[config.mk]
export PLATFORM = sky130hd
export DESIGN_NAME = ntt_job_sequencer
export DESIGN_NICKNAME = d
export VERILOG_FILES = /design/src/rtl/ntt_job_sequencer.sv
export SDC_FILE = /design/constraint.sdc
export NUM_CORES = 1
export LEC_CHECK = 0
export ABC_AREA = 1
export CORE_AREA = 2 2 262 264
export DETAILED_ROUTE_END_ITERATION = 8
export DIE_AREA = 0 0 264 266
export SLEW_MARGIN = 20
export SYNTH_ARGS = -nofsm -noshare
export SYNTH_HDL_FRONTEND = slang
export SYNTH_SLANG_ARGS = --single-unit
export TNS_END_PERCENT = 10
[constraint.sdc]
create_clock -name clk -period 1.95 [get_ports clk]
set_input_delay 0.4875 -clock clk [delete_from_list [all_inputs] [get_ports clk]]
set_output_delay 0.4875 -clock clk [all_outputs]
set_load 0.02 [all_outputs]
[src/rtl/ntt_job_sequencer.sv]
// Sequences one NTT job through kernel_top: mode/decode, coefficient and paced load streams from a
// single host stream, then forwards the kernel result stream and checks its length against sw_lst.
module ntt_job_sequencer #(
    parameter int unsigned DW         = 128,
    parameter int unsigned COEF_BEATS = 64,
    parameter int unsigned LD_BEATS   = 128,
    parameter int unsigned OUT_BEATS  = 128,
    parameter int unsigned LD_GAP     = 8
) (
    input  logic          clk,
    input  logic          rst,
    input  logic          start,
    input  logic [7:0]    start_mode,
    output logic          busy,
    output logic          done,
    output logic          err,
    input  logic          in_vld,
    output logic          in_rdy,
    input  logic [DW-1:0] in_dat,
    output logic [7:0]    mode,
    output logic          decode,
    output logic          coef_vld,
    input  logic          coef_rdy,
    output logic [DW-1:0] coef_dat,
    output logic          ld_vld,
    input  logic          ld_rdy,
    output logic [DW-1:0] ld_dat,
    input  logic          sw_vld,
    output logic          sw_rdy,
    input  logic [DW-1:0] sw_dat,
    input  logic          sw_lst,
    output logic          out_vld,
    input  logic          out_rdy,
    output logic [DW-1:0] out_dat,
    output logic          out_lst
);

    localparam logic [2:0] StIdle   = 3'd0;
    localparam logic [2:0] StDecode = 3'd1;
    localparam logic [2:0] StCoef   = 3'd2;
    localparam logic [2:0] StLoad   = 3'd3;
    localparam logic [2:0] StDrain  = 3'd4;
    localparam logic [2:0] StFin    = 3'd5;

    localparam logic [7:0] CoefLast = 8'(COEF_BEATS - 1);
    localparam logic [7:0] LdLast   = 8'(LD_BEATS - 1);
    localparam logic [7:0] OutLast  = 8'(OUT_BEATS - 1);
    localparam logic [7:0] GapLast  = 8'(LD_GAP - 1);

    logic [2:0] state_q, state_d;
    logic [7:0] mode_q, mode_d;
    logic       err_q, err_d;
    logic [7:0] cnt_q, cnt_d;
    logic [7:0] gap_q, gap_d;
    logic       gate;
    logic       cnt_at_out_last;

    assign gate            = (gap_q == 8'd0);
    assign cnt_at_out_last = (cnt_q == OutLast);

    // Data paths are pure pass-through; only the handshakes are steered by state.
    assign coef_dat = in_dat;
    assign ld_dat   = in_dat;
    assign out_dat  = sw_dat;

    assign busy   = (state_q != StIdle);
    assign done   = (state_q == StFin);
    assign decode = (state_q == StDecode);
    assign mode   = mode_q;
    assign err    = err_q;

    always_comb begin
        state_d  = state_q;
        mode_d   = mode_q;
        err_d    = err_q;
        cnt_d    = cnt_q;
        gap_d    = (gap_q != 8'd0) ? gap_q - 8'd1 : gap_q;
        in_rdy   = 1'b0;
        coef_vld = 1'b0;
        ld_vld   = 1'b0;
        sw_rdy   = 1'b0;
        out_vld  = 1'b0;
        out_lst  = 1'b0;
        case (state_q)
            StIdle: begin
                if (start) begin
                    mode_d  = start_mode;
                    err_d   = 1'b0;
                    cnt_d   = 8'd0;
                    gap_d   = 8'd0;
                    state_d = StDecode;
                end
            end
            StDecode: state_d = StCoef;
            StCoef: begin
                coef_vld = in_vld;
                in_rdy   = coef_rdy;
                if (in_vld && coef_rdy) begin
                    if (cnt_q == CoefLast) begin
                        cnt_d   = 8'd0;
                        state_d = StLoad;
                    end else begin
                        cnt_d = cnt_q + 8'd1;
                    end
                end
            end
            StLoad: begin
                ld_vld = in_vld & gate;
                in_rdy = ld_rdy & gate;
                if (in_vld && ld_rdy && gate) begin
                    gap_d = GapLast;
                    if (cnt_q == LdLast) begin
                        cnt_d   = 8'd0;
                        state_d = StDrain;
                    end else begin
                        cnt_d = cnt_q + 8'd1;
                    end
                end
            end
            StDrain: begin
                out_vld = sw_vld;
                sw_rdy  = out_rdy;
                out_lst = cnt_at_out_last;
                if (sw_vld && out_rdy) begin
                    // A length mismatch is exactly one of the two end conditions firing alone.
                    if (sw_lst || cnt_at_out_last) begin
                        err_d   = err_q | (sw_lst ^ cnt_at_out_last);
                        cnt_d   = 8'd0;
                        state_d = StFin;
                    end else begin
                        cnt_d = cnt_q + 8'd1;
                    end
                end
            end
            StFin:   state_d = StIdle;
            default: state_d = StIdle;
        endcase
    end

    always_ff @(posedge clk) begin
        if (rst) begin
            state_q <= StIdle;
            mode_q  <= 8'd0;
            err_q   <= 1'b0;
            cnt_q   <= 8'd0;
            gap_q   <= 8'd0;
        end else begin
            state_q <= state_d;
            mode_q  <= mode_d;
            err_q   <= err_d;
            cnt_q   <= cnt_d;
            gap_q   <= gap_d;
        end
    end

endmodule

==> results.cfg, run 1 <==
[sta]
fin_skew_ns = 0.0170
final_max_slew_viol_count = 0
rsz0062_at_grt = true
max_freq_mhz = 510
period_share_pct = 100
worst_slew_pin_slew_ns = 0.334
max_slew_margin_pct = 77.6
hold_violations = 0
period_minus_slack_ns = 1.96
finalSetupViolCount = 1
layout_setup_ws_ns = -0.00957

[setup_path]
cp-end-kind = primary output
cp-start-kind = flop
cp_common_cell = inv_2
critical-path-max-stage-delay_ns = 0.33
critPathKind = reg -> out
path_buf_inv = 3
cp.arrival_ns = 1.47
cp.required_ns = 1.46
reg2reg_depth = 14
path_delay_family = simple AND/OR/NAND/NOR gates
cp_max_fo = 2
path_depth = 8
cpMaxStageDelayCell = dfxtp_2
crit_chain = inv_2, ha_4, inv_2, nor2_4, nand2_2, nor3_2, a21o_1, buf_6

[synth]
async_reset_ff_share_pct = 0
synth.net_count = 917
avgSynthCellArea_um2 = 7.22
synth_warnings = 0
synthesis.area_um2 = 4620
ys_top_cells_by_area = buf_4 (63%), dfxtp_1 (12%), nand2_1 (4.5%)
ys_seq_area_share_pct = 12.1
synth_seq_cells = 28
synthDominantCellAreaShare_pct = 62.5
synth_edf_count = 0
yosys.cell_types.count = 32
syn_inst = 640
yosysTopAreaCell = buf_4
ys.flop_type = dfxtp_1

[global_route]
grt_max_degree = 17
gr-total-overflow = 0
grt_pass1_vias = 2547
antenna_found_initial = 3
grt_pass1_wl_um = 25100
track_usage_pct = 5.50

[drt]
viasPerCell = 2.01
drt-total-wl_um = 20300
drc = 0
drtIter0Drc = 181
num_vias = 2437
wire_per_inst_um = 16.8
drtPass1Iterations = 4
ant_nets = 0

[floorplan]
die_area_um2 = 70200
io_pins = 675
initial_core_util_pct = 6.82
fp.coreArea_um2 = 67700
num_rows = 96
die_y_um = 266
fp.dieW_um = 264

[placement]
gp_congestion = 0.734
io_buffers = 34
hpwl_um = 17300

[clock_network]
clockRootBuffer = clkbuf_16
cts.sinks = 28
clk_latency_ns = 0.29
cts.clk_slew.worst_paths_ns = 0.09
htree_levels = 1
clockBufferDepth = 2
numCtsBuffers = 3
cts_tree = done

[power_and_ir_drop]
leakage_nw = 1.26
p_total_w = 0.00396
p_per_area_nw_per_um2 = 1070
pwr-share-seq_pct = 21.8
ir_worst_vdd_uv = 391
power_frac_comb_pct = 60.9
sw_frac_of_total_pct = 44.8
intPower_w = 0.00219
clockPowerShare_pct = 17.3
p_switching_w = 0.00178

[worst_hold_path]
hold_depth = 2
hold_path.class = reg -> reg

[cells_and_area]
n_antenna_cell = 0
num-fill-cells = 8063
fin_util_pct = 5.49
drive_gt1_share_pct = 30.9
final_common_cell = nand2_1
final_cell_mix = nand2_1 (55), buf_4 (37), inv_1 (28)
area_growth_pct = -19.6
nNetsFinal = 608

[status]
outcome = finished, violations left
violations = setup timing

[flow_run]
maxCapViolCount = 0
-- worst register-to-register path, cell delays in order, from the launching register on --
cell and delay (ns):
dfxtp_2 0.34, buf_4 0.15, nand2_2 0.11, nor2_8 0.06
inv_4 0.07, nor3_2 0.05, buf_4 0.12, buf_4 0.12
buf_4 0.12, buf_4 0.12, buf_4 0.12, buf_4 0.12
buf_4 0.12, nand3_1 0.08, nand2_1 0.06
-- Yosys cell counts (2+ instances only) --
cell type	instances
nor3_1	3
nor2_1	29
nor2_4	3
inv_2	6
buf_4	385
a21oi_1	19
nand2_2	9
nand2_1	56
dfxtp_1	28
xor2_1	6
o21ai_0	8
nand4_1	6
nor2_2	4
nor3_2	2
inv_1	33
buf_2	2
nor2_8	2
nand3_1	22
ha_1	4
-- logic make-up after synthesis --
kind of cell               count (synthesis)  synth area share, %
AOI/OAI and AO/OA                         33                 4.03
xor gates and xnor gates                   6                 1.14
adders and majority gates                  4                 1.08
buffers and inverters                    428                 66.1
DFF                                       28                 12.1
and+or+nand+nor                          141                 15.5
-- what timing repair did --
item                                    in CTS  in global routing
cloned                                       0                  0
gates resized for setup                     25                 11
hold buffers                                 0                  0
pin swaps                                    4                  5
endpoints found under the setup margin       8                  7
buffers inserted                            11                  2
-- layer usage --
metal / part of all wire [%] / global-route usage (%) / vias up / wire length [um]
met2: 36 / 6.64 / 406 / 7290
met5: 0.38 / 1.11 / - / 78
met3: 26 / 6.64 / 169 / 5330
li1: - / - / 960 / -
met4: 11 / 5.87 / 2 / 2290
met1: 26 / 4.13 / 900 / 5340
-- layout make-up --
cell class              count  area, um^2  area share (%)
clock inverters             1        30.0           0.808
flip-flops and latches     28         571            15.4
well taps                 882        1100            29.7
repair buffers             74         719            19.4
clock buffers               3        75.1            2.02
multi-input cells         184        1060            28.7
inverters                  40         153            4.11
-- registers in the layout, summed over array words and instances, names as in the netlist --
| register | count |
|---|---|
| cnt_q | 8 |
| gap_q | 8 |
| mode | 8 |
| state_q | 3 |
| err | 1 |
-- power groups by stage --
stage	registers, W	clock network [W]	logic, W
6_report	0.000863	0.000685	0.00241
5_1_grt	0.000879	0.000753	0.00268
4_1_cts	0.000850	0.000727	0.00232
3_5_place_dp	0.000856	0	0.00219
3_3_place_gp	0.000854	0	0.00219
2_1_floorplan	0.000881	0	0.00239
-- final timing paths --
kind,start,end,slack (ns)
max,gap_q[1]$_SDFF_PP0_,in_rdy,-0.01
max reg2reg,state_q[0]$_SDFFE_PP0P_,gap_q[0]$_SDFF_PP0_,0.08
min,mode[1]$_SDFFE_PP0P_,mode[1]$_SDFFE_PP0P_,0.47
min reg2reg,mode[1]$_SDFFE_PP0P_,mode[1]$_SDFFE_PP0P_,0.47
-- metrics by stage --
stage	setup TNS [ns]	instances	hold WS (ns)	area (um^2)	worst slack [ns]
floorplan	0	640	0.470	4620	0.273
global placement	-0.810	1195	0.451	3430	-0.0951
detailed placement	-0.916	1195	0.454	3430	-0.0973
CTS	-0.0458	1210	0.469	3660	-0.0316
global route	-0.224	1212	0.495	3720	-0.0755
finish	-0.00957	1212	0.468	3720	-0.00957
Power figures use the tool's default switching activity.
==> inputs of run 2 (changes only) <==
- SLEW_MARGIN: 20 -> 10
==> results of run 2 <==
The final DEF is identical to that of run 1; final timing and power are the same.
